## src/rtl/dmem_arbiter_pkg.sv

```systemverilog
// Shared definitions for the two-requester data-memory arbiter.
package dmem_arbiter_pkg;

    localparam int unsigned NUM_REQ = 2;

    typedef enum logic [1:0] {
        IDLE   = 2'd0,
        ACCESS = 2'd1,
        RESP   = 2'd2
    } state_t;

    // True for a misaligned byte address or a word index beyond the memory.
    function automatic logic addr_error(input logic [31:0] addr, input int unsigned word_bits);
        return (addr[1:0] != 2'b00) || ((addr >> (word_bits + 2)) != 32'd0);
    endfunction

endpackage

```

## src/rtl/dmem_arbiter_rr_arbiter2.sv

```systemverilog
// Two-way round-robin grant: the pointer names the preferred requester.
module rr_arbiter2
    import dmem_arbiter_pkg::*;
(
    input  logic [NUM_REQ-1:0] valid,
    input  logic               ptr,
    output logic [NUM_REQ-1:0] grant
);

    // Preferred requester wins if valid, otherwise the other one.
    always_comb begin
        grant = '0;
        if (valid[ptr]) begin
            grant[ptr] = 1'b1;
        end else if (valid[~ptr]) begin
            grant[~ptr] = 1'b1;
        end
    end

endmodule

```

## src/rtl/dmem_arbiter.sv

```systemverilog
// Arbitrates two requesters onto one combinational-read data memory,
// one transaction in flight at a time (IDLE -> ACCESS -> RESP).
module dmem_arbiter
    import dmem_arbiter_pkg::*;
#(
    parameter int unsigned ADDR_WORDS = 64
) (
    input  logic                      clk,
    input  logic                      reset_n,
    input  logic [NUM_REQ-1:0]        req_valid,
    output logic [NUM_REQ-1:0]        req_ready,
    input  logic [NUM_REQ-1:0]        req_we,
    input  logic [NUM_REQ-1:0][31:0]  req_addr,
    input  logic [NUM_REQ-1:0][31:0]  req_wdata,
    output logic [NUM_REQ-1:0]        resp_valid,
    input  logic [NUM_REQ-1:0]        resp_ready,
    output logic [31:0]               resp_rdata,
    output logic                      resp_err,
    output logic                      mem_we,
    output logic [31:0]               mem_a,
    output logic [31:0]               mem_wd,
    input  logic [31:0]               mem_rd
);

    localparam int unsigned WORD_BITS = $clog2(ADDR_WORDS);

    state_t               state;
    logic                 ptr;
    logic [NUM_REQ-1:0]   grant;
    logic                 win;
    logic                 gnt_q;
    logic                 we_q;
    logic                 err_q;
    logic [31:0]          addr_q;
    logic [31:0]          wdata_q;

    rr_arbiter2 u_rr_arbiter2 (
        .valid (req_valid),
        .ptr   (ptr),
        .grant (grant)
    );

    assign win = grant[1];

    // Grant is only offered in IDLE; gating with reset_n keeps it low during reset.
    assign req_ready = (state == IDLE && reset_n) ? grant : '0;

    // The registered request drives the memory port; it only changes on accept,
    // so the address and data hold their last values outside ACCESS.
    assign mem_a  = addr_q;
    assign mem_wd = wdata_q;
    assign mem_we = (state == ACCESS) && we_q && !err_q;

    // Transaction FSM: capture request, perform access, hold response until taken.
    always_ff @(posedge clk or negedge reset_n) begin
        if (!reset_n) begin
            state      <= IDLE;
            ptr        <= 1'b0;
            gnt_q      <= 1'b0;
            we_q       <= 1'b0;
            err_q      <= 1'b0;
            addr_q     <= '0;
            wdata_q    <= '0;
            resp_valid <= '0;
            resp_rdata <= '0;
            resp_err   <= 1'b0;
        end else begin
            case (state)
                IDLE: begin
                    if (|grant) begin
                        gnt_q   <= win;
                        we_q    <= req_we[win];
                        addr_q  <= req_addr[win];
                        wdata_q <= req_wdata[win];
                        err_q   <= addr_error(req_addr[win], WORD_BITS);
                        ptr     <= ~win;
                        state   <= ACCESS;
                    end
                end
                ACCESS: begin
                    resp_rdata <= (we_q || err_q) ? '0 : mem_rd;
                    resp_err   <= err_q;
                    resp_valid <= gnt_q ? 2'b10 : 2'b01;
                    state      <= RESP;
                end
                RESP: begin
                    if (resp_ready[gnt_q]) begin
                        resp_valid <= '0;
                        state      <= IDLE;
                    end
                end
                default: begin
                    state <= IDLE;
                end
            endcase
        end
    end

endmodule

```

## config.mk

```make
export PLATFORM = sky130hd
export DESIGN_NAME = dmem_arbiter
export DESIGN_NICKNAME = d
export VERILOG_FILES = /design/src/rtl/dmem_arbiter_pkg.sv /design/src/rtl/dmem_arbiter_rr_arbiter2.sv /design/src/rtl/dmem_arbiter.sv
export SDC_FILE = /design/constraint.sdc
export NUM_CORES = 1
export LEC_CHECK = 0
export BUFFER_PORTS_ARGS = -buffer_cell sky130_fd_sc_hd__buf_2
export CAP_MARGIN = 40
export CELL_PAD_IN_SITES_DETAIL_PLACEMENT = 1
export CELL_PAD_IN_SITES_GLOBAL_PLACEMENT = 2
export CORE_MARGIN = 5
export CORE_UTILIZATION = 27
export CTS_CLUSTER_DIAMETER = 50
export CTS_CLUSTER_SIZE = 8
export DETAILED_ROUTE_END_ITERATION = 16
export PLACE_DENSITY_LB_ADDON = 0.3
export RECOVER_POWER = 25
export SYNTH_ARGS = -nofsm -noshare
export SYNTH_HDL_FRONTEND = slang
export SYNTH_SLANG_ARGS = --single-unit
```

## constraint.sdc

```tcl
create_clock -name clk -period 3.56 [get_ports clk]
set_clock_uncertainty 0.2 [all_clocks]
set_input_delay 0.356 -clock clk [delete_from_list [all_inputs] [get_ports clk]]
set_output_delay 0.356 -clock clk [all_outputs]
set_load 0.02 [all_outputs]
```

==> impl_metrics.ini <==
[sta]
fmax_mhz = 414.1
timing.slew.headroom_pct = 50.13
slew_viol_final = 0
period_needed_ps = 2415
setup_viol = 0
finalHoldViolCount = 0
tns_ps = 0
period_share_pct = 67.83
rsz0062_at_grt = false
tightestPinTransition_ps = 745.2

[worst_setup_path]
worstSetupPathType = flip-flop to primary output
rr_endpoint = mem_a[23]$_DFFE_PN0P_
worstPathArrival_ps = 1860
r2r-start = state[0]$_DFFE_PN0P_
endpoint_kind = primary output
ff2ff_setup_slack_ps = 1360
reg2regPathDepth = 5
worstPathRequired_ps = 3000
worst-path-max-fanout = 16
startpoint_type = flip-flop

[grt]
use_met1_pct = 21.00
busiest_layer = met2
antenna_found_initial = 3
grt_pass1_vias = 4451
grt_use_total_pct = 15.82
gr-total-overflow = 0
met3_usage_pct = 3.911
met2_usage_pct = 24.71
grt_first_pass_wirelength_mm = 24.65
grt_max_degree = 46

[synth]
yosys-top-cells-area = dfrtp_1 (58%), a221o_1 (8.6%), a22o_1 (6.2%), mux2i_1 (5.8%), and2_1 (5.7%)
synth_seq_cells = 105
ys_seq_area_share_pct = 58.19
yosysWarnings = 0
ys_types = 32
synth_edf_count = 0
netlist_area_sq_um = 4516
synth_common_cells = dfrtp_1 (105), and2_1 (41), a221o_1 (39)
synth_cells = 374
async_flop_share_pct = 100.0
synth_top_cell_by_area = dfrtp_1
synth_fp_nets = 542
netlist.area_leader.share_pct = 58.19
syn_avg_cell_area_sq_um = 12.07
yosys.cell_count.top_type = dfrtp_1
ys.flop_type = dfrtp_1

[floorplan]
rows = 47
fp.dieW_um = 139.3
core_area_sq_um = 16520
start_util_pct = 27.33
fp.dieArea_sq_um = 19410
die_h_um = 139.3
num_io_pins = 270

[place]
place_congestion = 0.8552
port_buffers = 269
dp_hpwl_mm = 12.15

[clocking]
ctsRootBufferMaster = clkbuf_16
cts_setup_buffers = 0
cts_buffer_depth = 2
cts_hold_buf = 1
htree_levels = 3
cts_tree = done
insertion_delay_ps = 340
path_clk_slew_ps = 70
clock_sinks = 105
cts_inserted_buffers = 9
cts_resized = 0

[power_and_ir_drop]
power_density_nw_per_um2 = 886.4
ir_drop_uv = 273.4
power.leakage_uw = 0.003217

[routing]
wl_per_cell_um = 18.39
drc_errors = 0
num_vias = 4135
first_pass_iters = 5
drtIter0Drc = 144
viasPerCell = 4.786
drtAntennaViolNets = 0
wirelength_mm = 15.89

[run]
cap_violations = 0

[outcome]
status = completed

[cells_and_area]
final_util_pct = 38.40
drive_gt1_share_pct = 39.31
fin_nets = 804
synthToLayoutAreaGrowth_pct = 40.54

[worst_hold_path]
holdPathEnd = resp_rdata[22]$_DFFE_PN0P_
worstHoldPathCells = 2
min_path_type = input port to flip-flop
hp-start = mem_rd[22]
-- final cells by class --
class                   count  area, sq um
inverters                   2        7.507
clock inverters             7        78.83
flip-flops and latches    105         2628
repair buffers            279         1374
clock buffers               9        225.2
diodes                      3        7.507
fillers                  1957        10180
multi-input cells         239         1750
well taps                 220        275.3
-- cells by family (layout without fill, tap and decap cells) --
| family | count (synthesis) | after routing | share of synthesized area [%] |
|---|---|---|---|
| AOI/OAI and AO/OA | 108 | 108 | 19.51 |
| DFF | 105 | 105 | 58.19 |
| and+or+nand+nor | 104 | 104 | 12.47 |
| buffers and inverters | 30 | 297 | 3.824 |
| muxes | 27 | 27 | 6.013 |
| other | 0 | 3 | 0 |
-- cell usage in the layout (no fill, tap or decap), types with 3 or more instances in the layout --
| cell type | instances |
|---|---|
| nand2_1 | 35 |
| a22o_1 | 32 |
| clkbuf_16 | 9 |
| mux2i_1 | 26 |
| clkinvlp_4 | 3 |
| a221o_1 | 39 |
| o21ai_1 | 25 |
| clkbuf_1 | 48 |
| and2_1 | 41 |
| diode_2 | 3 |
| buf_2 | 220 |
| o21ai_0 | 3 |
| buf_4 | 9 |
| nor2_1 | 5 |
| dfrtp_1 | 105 |
| nor4_1 | 11 |
-- state kept, by name, indices dropped and copies added, names as in the netlist --
| signal | cells |
|---|---|
| resp_valid | 2 |
| mem_wd | 32 |
| mem_a | 32 |
| err_q | 1 |
| state | 2 |
| resp_err | 1 |
| we_q | 1 |
| gnt_q | 1 |
| ptr | 1 |
| resp_rdata | 32 |
-- metal layers --
| layer | up-vias | wire length (um) |
|---|---|---|
| li1 | 1928 | - |
| met1 | 2014 | 7028 |
| met2 | 171 | 7432 |
| met3 | 22 | 1059 |
| met4 | 0 | 365 |
| met5 | - | 0 |
-- through the flow --
stage	total power [uW]	hold WS, ps	setup slack, ps	area (sq um)	std cells
detailed placement	4726	129.5	1212	6085	844
finish	5625	24.01	1145	6346	864
global route	6008	14.38	1050	6346	864
floorplan	3742	-139.6	1562	4516	374
CTS	5789	4.988	1113	6399	861
global placement	4651	123.8	1273	6070	843
-- how the worst max path moves through the flow --
stage | start | to | slack (ps) | cells after the start
5_1_grt | ptr$_DFFE_PN0P_ | req_ready[1] | 1050 | 4
2_1_floorplan | state[1]$_DFFE_PN0P_ | mem_we | 1560 | 4
3_3_place_gp | req_valid[1] | mem_a[23]$_DFFE_PN0P_ | 1270 | 5
3_5_place_dp | req_valid[1] | mem_a[23]$_DFFE_PN0P_ | 1210 | 5
4_1_cts | ptr$_DFFE_PN0P_ | req_ready[1] | 1110 | 4
6_report | ptr$_DFFE_PN0P_ | req_ready[1] | 1150 | 4
-- report_power, final --
group | leakage (uW) | switching [uW] | internal [uW] | total, uW
combinational | 0.00175 | 1600 | 963 | 2560
clock | 0.000138 | 469 | 551 | 1020
sequential | 0.00133 | 323 | 1720 | 2050
-- worst max-delay path, stage by stage (launching register included) --
cell,delay (ps)
dfrtp_1,450
o21ai_4,640
nor3_4,40
and2_1,210
buf_2,170
No activity file was read; power rests on OpenSTA's default activity.
